## config.mk

```make
export PLATFORM = sky130hd
export DESIGN_NAME = tile_query_arbiter_flat
export DESIGN_NICKNAME = d
export VERILOG_FILES = /design/src/rtl/tile_query_arbiter_if.sv /design/src/rtl/tile_query_arbiter.sv /design/src/flat_wrapper.sv
export SDC_FILE = /design/constraint.sdc
export NUM_CORES = 1
export LEC_CHECK = 0
export BUFFER_PORTS_ARGS = -buffer_cell sky130_fd_sc_hd__clkbuf_2
export CAP_MARGIN = 20
export CORE_MARGIN = 4
export CORE_UTILIZATION = 52
export DETAILED_ROUTE_END_ITERATION = 6
export GPL_ROUTABILITY_DRIVEN = 0
export MAX_ROUTING_LAYER = met4
export PLACE_DENSITY = 0.88
export SLEW_MARGIN = 25
export SYNTH_ARGS = -nofsm -noshare
export SYNTH_HDL_FRONTEND = slang
export SYNTH_SLANG_ARGS = --single-unit
```

## constraint.sdc

```tcl
create_clock -name clk -period 9.7 [get_ports clk]
set_input_delay 2.425 -clock clk [delete_from_list [all_inputs] [get_ports clk]]
set_output_delay 2.425 -clock clk [all_outputs]
set_load 0.01 [all_outputs]
```

## src/rtl/tile_query_arbiter_if.sv

```systemverilog
// Requester-side bus of the tile query arbiter: per-port request fields, one-hot
// grant and the shared, one-hot tagged response.
interface tile_query_arbiter_if #(
    parameter int unsigned NUM_REQ = 5,
    parameter int unsigned IDX_W   = 10
);
    logic [NUM_REQ-1:0]       req_valid;
    logic [NUM_REQ*IDX_W-1:0] req_idx;
    logic [NUM_REQ-1:0]       req_we;
    logic [NUM_REQ*2-1:0]     req_wdata;
    logic [NUM_REQ-1:0]       req_ready;
    logic [NUM_REQ-1:0]       rsp_valid;
    logic [1:0]               rsp_data;
    logic                     rsp_oob;

    // Movement-controller side.
    modport master (
        output req_valid, req_idx, req_we, req_wdata,
        input  req_ready, rsp_valid, rsp_data, rsp_oob
    );

    // Arbiter side.
    modport slave (
        input  req_valid, req_idx, req_we, req_wdata,
        output req_ready, rsp_valid, rsp_data, rsp_oob
    );
endinterface

```

## src/rtl/tile_query_arbiter.sv

```systemverilog
// Shares one single-port synchronous tile RAM (bit0 = wall, bit1 = dot) between
// NUM_REQ movement controllers. One round-robin grant per cycle, out-of-range
// indices are kept off the RAM, and responses come back RD_LAT cycles later tagged
// one-hot to the requester.
// Optional feature: define TILE_QUERY_PLAYER_PRIO_EN to give port 0 (player)
// absolute priority over the ghosts.
module tile_query_arbiter #(
    parameter int unsigned NUM_REQ   = 5,
    parameter int unsigned TILE_COLS = 32,
    parameter int unsigned TILE_ROWS = 24,
    parameter int unsigned IDX_W     = 10,
    parameter int unsigned RD_LAT    = 1
) (
    input  logic                       clk,
    input  logic                       reset,
    tile_query_arbiter_if.slave        bus,
    output logic                       ram_en,
    output logic                       ram_we,
    output logic [IDX_W-1:0]           ram_addr,
    output logic [1:0]                 ram_wdata,
    input  logic [1:0]                 ram_rdata
);
    localparam int unsigned PTR_W     = $clog2(NUM_REQ);
    localparam int unsigned NUM_TILES = TILE_COLS * TILE_ROWS;
`ifdef TILE_QUERY_PLAYER_PRIO_EN
    localparam bit PLAYER_PRIO = 1'b1;
`else
    localparam bit PLAYER_PRIO = 1'b0;
`endif

    typedef struct packed {
        logic [NUM_REQ-1:0] id;
        logic               we;
        logic               oob;
    } rsp_entry_t;

    logic [PTR_W-1:0]   rr_ptr_q;
    logic [PTR_W-1:0]   rr_ptr_d;
    logic               grant_any;
    logic [PTR_W-1:0]   grant_idx;
    logic [NUM_REQ-1:0] grant_oh;
    logic [PTR_W:0]     cand;
    logic [IDX_W-1:0]   sel_idx;
    logic               sel_we;
    logic [1:0]         sel_wdata;
    logic               sel_oob;
    logic [IDX_W-1:0]   addr_q;
    logic [1:0]         wdata_q;
    rsp_entry_t         pipe_q [RD_LAT];
    rsp_entry_t         rsp_tail;

    // Winner search from rr_ptr upward with wrap; the player may pre-empt it.
    always_comb begin
        grant_any = 1'b0;
        grant_idx = '0;
        cand      = '0;
        for (int unsigned k = 0; k < NUM_REQ; k++) begin
            cand = {1'b0, rr_ptr_q} + (PTR_W+1)'(k);
            if (cand >= (PTR_W+1)'(NUM_REQ)) begin
                cand = cand - (PTR_W+1)'(NUM_REQ);
            end
            // Under player priority port 0 is handled outside the ghost rotation.
            if (!grant_any && bus.req_valid[cand[PTR_W-1:0]] &&
                !(PLAYER_PRIO && cand == '0)) begin
                grant_any = 1'b1;
                grant_idx = cand[PTR_W-1:0];
            end
        end
        if (PLAYER_PRIO && bus.req_valid[0]) begin
            grant_any = 1'b1;
            grant_idx = '0;
        end
        // Nothing may transfer while reset is held.
        if (!reset) begin
            grant_any = 1'b0;
            grant_idx = '0;
        end
    end

    // Steer the winner's request fields and classify its index against the map size.
    always_comb begin
        grant_oh  = '0;
        sel_idx   = '0;
        sel_we    = 1'b0;
        sel_wdata = 2'b00;
        for (int unsigned i = 0; i < NUM_REQ; i++) begin
            if (grant_any && grant_idx == PTR_W'(i)) begin
                grant_oh[i] = 1'b1;
                sel_idx     = bus.req_idx[i*IDX_W +: IDX_W];
                sel_we      = bus.req_we[i];
                sel_wdata   = bus.req_wdata[i*2 +: 2];
            end
        end
        sel_oob = grant_any && (32'(sel_idx) >= NUM_TILES);
    end

    // RAM issue and grant; address/data hold their last value on idle cycles.
    always_comb begin
        ram_en        = grant_any && !sel_oob;
        ram_we        = ram_en && sel_we;
        ram_addr      = ram_en ? sel_idx : addr_q;
        ram_wdata     = ram_en ? sel_wdata : wdata_q;
        bus.req_ready = grant_oh;
    end

    // Pointer advance past the winner; a player-priority grant leaves it alone.
    always_comb begin
        rr_ptr_d = rr_ptr_q;
        if (grant_any && !(PLAYER_PRIO && grant_idx == '0)) begin
            rr_ptr_d = (grant_idx == PTR_W'(NUM_REQ - 1)) ? '0 : grant_idx + 1'b1;
        end
    end

    // Arbiter pointer and held RAM address/data registers.
    always_ff @(posedge clk or negedge reset) begin
        if (!reset) begin
            rr_ptr_q <= '0;
            addr_q   <= '0;
            wdata_q  <= '0;
        end else begin
            rr_ptr_q <= rr_ptr_d;
            if (ram_en) begin
                addr_q  <= sel_idx;
                wdata_q <= sel_wdata;
            end
        end
    end

    // Response shift register matching the RAM read latency; reset drops in-flight entries.
    always_ff @(posedge clk or negedge reset) begin
        if (!reset) begin
            for (int unsigned s = 0; s < RD_LAT; s++) begin
                pipe_q[s] <= '0;
            end
        end else begin
            pipe_q[0] <= '{id: grant_oh, we: sel_we, oob: sel_oob};
            for (int unsigned s = 1; s < RD_LAT; s++) begin
                pipe_q[s] <= pipe_q[s-1];
            end
        end
    end

    // Response formatting: out-of-range reads look like walls, writes are bare acks.
    always_comb begin
        rsp_tail      = pipe_q[RD_LAT-1];
        bus.rsp_valid = rsp_tail.id;
        bus.rsp_oob   = rsp_tail.oob;
        bus.rsp_data  = 2'b00;
        if (|rsp_tail.id && !rsp_tail.we) begin
            bus.rsp_data = rsp_tail.oob ? 2'b01 : ram_rdata;
        end
    end
endmodule

```

## src/flat_wrapper.sv

```systemverilog
// flat-port wrapper written by rule: the top's interface ports become plain ports
module tile_query_arbiter_flat 
#(
    parameter int unsigned NUM_REQ   = 5,
    parameter int unsigned TILE_COLS = 32,
    parameter int unsigned TILE_ROWS = 24,
    parameter int unsigned IDX_W     = 10,
    parameter int unsigned RD_LAT    = 1
)
  (clk, reset, ram_en, ram_we, ram_addr, ram_wdata, ram_rdata, bus_req_valid, bus_req_idx, bus_req_we, bus_req_wdata, bus_req_ready, bus_rsp_valid, bus_rsp_data, bus_rsp_oob);
  tile_query_arbiter_if #(.NUM_REQ(NUM_REQ), .IDX_W(IDX_W)) bus_i ();
  input  logic clk;
  input  logic reset;
  output logic ram_en;
  output logic ram_we;
  output logic [IDX_W-1:0] ram_addr;
  output logic [1:0] ram_wdata;
  input  logic [1:0] ram_rdata;
  input wire logic [$bits(bus_i.req_valid)-1:0] bus_req_valid;
  input wire logic [$bits(bus_i.req_idx)-1:0] bus_req_idx;
  input wire logic [$bits(bus_i.req_we)-1:0] bus_req_we;
  input wire logic [$bits(bus_i.req_wdata)-1:0] bus_req_wdata;
  output wire logic [$bits(bus_i.req_ready)-1:0] bus_req_ready;
  output wire logic [$bits(bus_i.rsp_valid)-1:0] bus_rsp_valid;
  output wire logic [$bits(bus_i.rsp_data)-1:0] bus_rsp_data;
  output wire logic [$bits(bus_i.rsp_oob)-1:0] bus_rsp_oob;
  assign bus_i.req_valid = bus_req_valid;
  assign bus_i.req_idx = bus_req_idx;
  assign bus_i.req_we = bus_req_we;
  assign bus_i.req_wdata = bus_req_wdata;
  assign bus_req_ready = bus_i.req_ready;
  assign bus_rsp_valid = bus_i.rsp_valid;
  assign bus_rsp_data = bus_i.rsp_data;
  assign bus_rsp_oob = bus_i.rsp_oob;
  tile_query_arbiter #(.NUM_REQ(NUM_REQ), .TILE_COLS(TILE_COLS), .TILE_ROWS(TILE_ROWS), .IDX_W(IDX_W), .RD_LAT(RD_LAT)) u_core (.clk(clk), .reset(reset), .bus(bus_i), .ram_en(ram_en), .ram_we(ram_we), .ram_addr(ram_addr), .ram_wdata(ram_wdata), .ram_rdata(ram_rdata));
endmodule
```

==> results.yml <==
setup_path:
  cpMaxStageDelayCell: "or4_1"
  cp.required_ns: 7.28
  path_max_fanout: 18
  timing.critical_path.from_type: "input port"
  max_stage_delay_ns: 0.49
  critical-path-top-cell-by-count: "clkbuf_2"
  endpoint_kind: "primary output"
  crit_arrival_ns: 7.01
  crit_path_cell_trace: "clkbuf_2 > nor2b_1 > a2111o_1 > o2111a_1 > a221o_1 > or3_4 > a31oi_1 > a32oi_1 > or2_1 > ha_1 > nand2_1 > or3_1 > inv_4 > or4_1 > o21a_1 > and3_1 > o31a_2 > mux2_1 > clkbuf_2"
  worstSetupPathType: "in2out"
cells_and_area:
  mostFrequentLayoutCell: "clkbuf_2"
  flow.area_growth_from_synthesis_pct: 20.8
  finalNetCount: 541
  num_antenna_cells: 0
  drive_gt1_share_pct: 36.1
  final_cell_mix: "100 x clkbuf_2, 30 x a21oi_1, 30 x nand2_1"
route:
  detailedRoute.firstIterationViolations: 329
  total_drc_errors_in_the_routed_layout: 0
  route.antenna.remaining_nets: 0
  route.final.wire_length_um: 9800
  route.detailed.wl_per_inst_um: 18.6
  drt_first_pass_iters: 5
  vias: 3394
  drt-vias-per-instance: 6.45
clock_network:
  cts-buffers-inserted: 3
  clkTransAtPathRegs_ns: 0.08
  clk-insertion-delay-late_ns: 0.27
  clk_path_buf_depth: 2
  cts.hold.buffers_added: 0
  clock_tree.htree_level_count: 1
  ctsRootBufferMaster: "clkbuf_8"
  numClockSinks: 22
  tritoncts_clock_tree: "yes"
  post_cts_resize_count: 0
  post_cts.repair.setup_buffers: 0
timing:
  fin_setup_tns_ns: 0
  report.final.slew_viol_count: 0
  max_clock_freq_ghz: 0.106
  skew_ns: 0.00317
  final_hold_violation_count: 0
  fin_crit_sh_pct: 97.2
  setup_violations: 0
  tightest_slew_ns: 0.763
  setup_repair_after_global_routing_missed_its_margin: "false"
  final_period_minus_worst_setup_slack_ns: 9.43
  slew_headroom_pct: 48.9
synthesis:
  synth_top_cell_area_share_pct: 18.5
  netlist_instances: 363
  synthTopCellsByArea: "dfrtp_1 18%, mux2_2 9.5%, a21oi_1 5.0%"
  ys_async_sr_fraction_pct: 100
  mappedNetlistNets: 449
  syn-mean-instance-area_um2: 8.20
  synth.yosys.seq_area_share_pct: 18.5
  synth-seq-cells: 22
  netlist-cell-type-count: 80
  number_of_flops_mapped_to_enable_cells_by_yosys: 0
  yosys_most_used_dff: "dfrtp_1"
  number_of_warnings_reported_in_the_yosys_synthesis_log: 0
  syn-cell-area_um2: 2980
  yosys.area.top_type: "dfrtp_1"
place:
  dp_hpwl_um: 7350
  place.port_buffers: 100
outcome:
  status: "complete, no violations"
floorplanning:
  placeableCoreArea_um2: 5540
  die_width_um: 83.7
  starting_density_of_the_core_pct: 53.7
  placementRows: 27
  design.die.area_um2: 7000
  ios: 101
  die_y_um: 83.7
global_routing:
  grt_antenna_before_repair: 0
  global_route_total_usage_across_every_layer_pct: 27.9
  pin_count_of_the_biggest_net_entering_global_routing: 33
  first_pass_grt_wire_length_um: 16000
  via_count_of_the_first_global_routing_pass: 3396
  globalRouteOverflowTotal: 0
job:
  max_cap_violations: 0
worst_hold_path:
  hp-class: "reg2reg"
critical path: cells and delay by family:
family	cells	cell delay [ns]
mux	1	0.38
compound gates	7	1.76
fa+ha+maj	1	0.21
simple gates	7	1.83
buf+inv	3	0.40
cell type report:
| type | count | area [µm²] |
|---|---|---|
| Sequential cell | 22 | 551 |
| Fill cell | 444 | 1940 |
| Clock buffer | 3 | 41.3 |
| Timing Repair Buffer | 110 | 576 |
| Clock inverter | 1 | 30.0 |
| Tap cell | 72 | 90.1 |
| Multi-Input combinational cell | 302 | 2250 |
| Inverter | 16 | 62.6 |
flip-flops by register name, summed over array words and instances (netlist names):
signal and cells:
u_core.rr_ptr_q 3, u_core.pipe_q 1, u_core.wdata_q 2, u_core.bus.rsp_oob 1, u_core.addr_q 10, u_core.bus.rsp_valid 5
layer usage:
metal  track usage [%]  vias up  wire [µm]
met2              45.5      235       4550
met5                 -        -          0
li1                  -     1543          -
met4              6.73        0        309
met3              4.64       33        911
met1              36.2     1583       4020
path summary, 6_finish.rpt:
check / slack [ns] / cells after the start / end / from
setup / recovery: 0.27 / 19 / ram_wdata[1] / bus_req_valid[1]
hold / removal: 0.50 / 1 / u_core.addr_q[3] / u_core.addr_q[3]
setup reg to reg: 3.75 / 19 / u_core.wdata_q[1] / u_core.rr_ptr_q[1]
hold reg to reg: 0.50 / 1 / u_core.addr_q[3] / u_core.addr_q[3]
max in group asynchronous: 7.09 / 1 / u_core.bus.rsp_valid[3] / reset
min in group asynchronous: 2.18 / 1 / u_core.addr_q[7] / reset
metrics by stage:
stage | instance area (µm²) | utilization (%) | setup WS (ns) | instances | hold WS [ns]
2_1_floorplan | 2980 | - | 0.604 | 363 | 0.493
3_5_place_dp | 3510 | 63.3 | 0.145 | 522 | 0.479
6_report | 3600 | 64.9 | 0.269 | 526 | 0.500
3_3_place_gp | 3510 | 63.3 | 0.288 | 522 | 0.465
4_1_cts | 3580 | 64.6 | 0.132 | 526 | 0.500
5_1_grt | 3600 | 64.9 | 0.0223 | 526 | 0.521
cell families after synthesis:
| family | after synthesis | share of synthesized area, % |
|---|---|---|
| compound gates | 121 | 29.9 |
| xor+xnor | 2 | 0.588 |
| fa+ha+maj | 12 | 5.29 |
| buf+inv | 39 | 6.72 |
| flops | 22 | 18.5 |
| mux | 40 | 15.9 |
| simple gates | 127 | 23.1 |
synthesized netlist by cell type (3+ instances only):
cell	number
mux2_4	8
a31oi_1	3
a22oi_1	12
nor3_1	6
nor2b_1	5
nor2_1	27
mux2_2	25
nand2b_1	9
o21a_1	4
and2_1	17
o21ai_0	10
nand2_1	30
mux2i_1	5
a211oi_1	4
nand3_1	3
ha_1	11
o31a_1	3
a21oi_1	30
o22ai_1	6
o211ai_1	9
nand3b_1	3
dfrtp_1	22
inv_1	13
buf_4	9
and3_1	4
o211a_1	4
or3_1	4
clkbuf_1	8
Power is not shown: default switching activity piles up to over one toggle a cycle in this logic, so the estimate is an artifact.
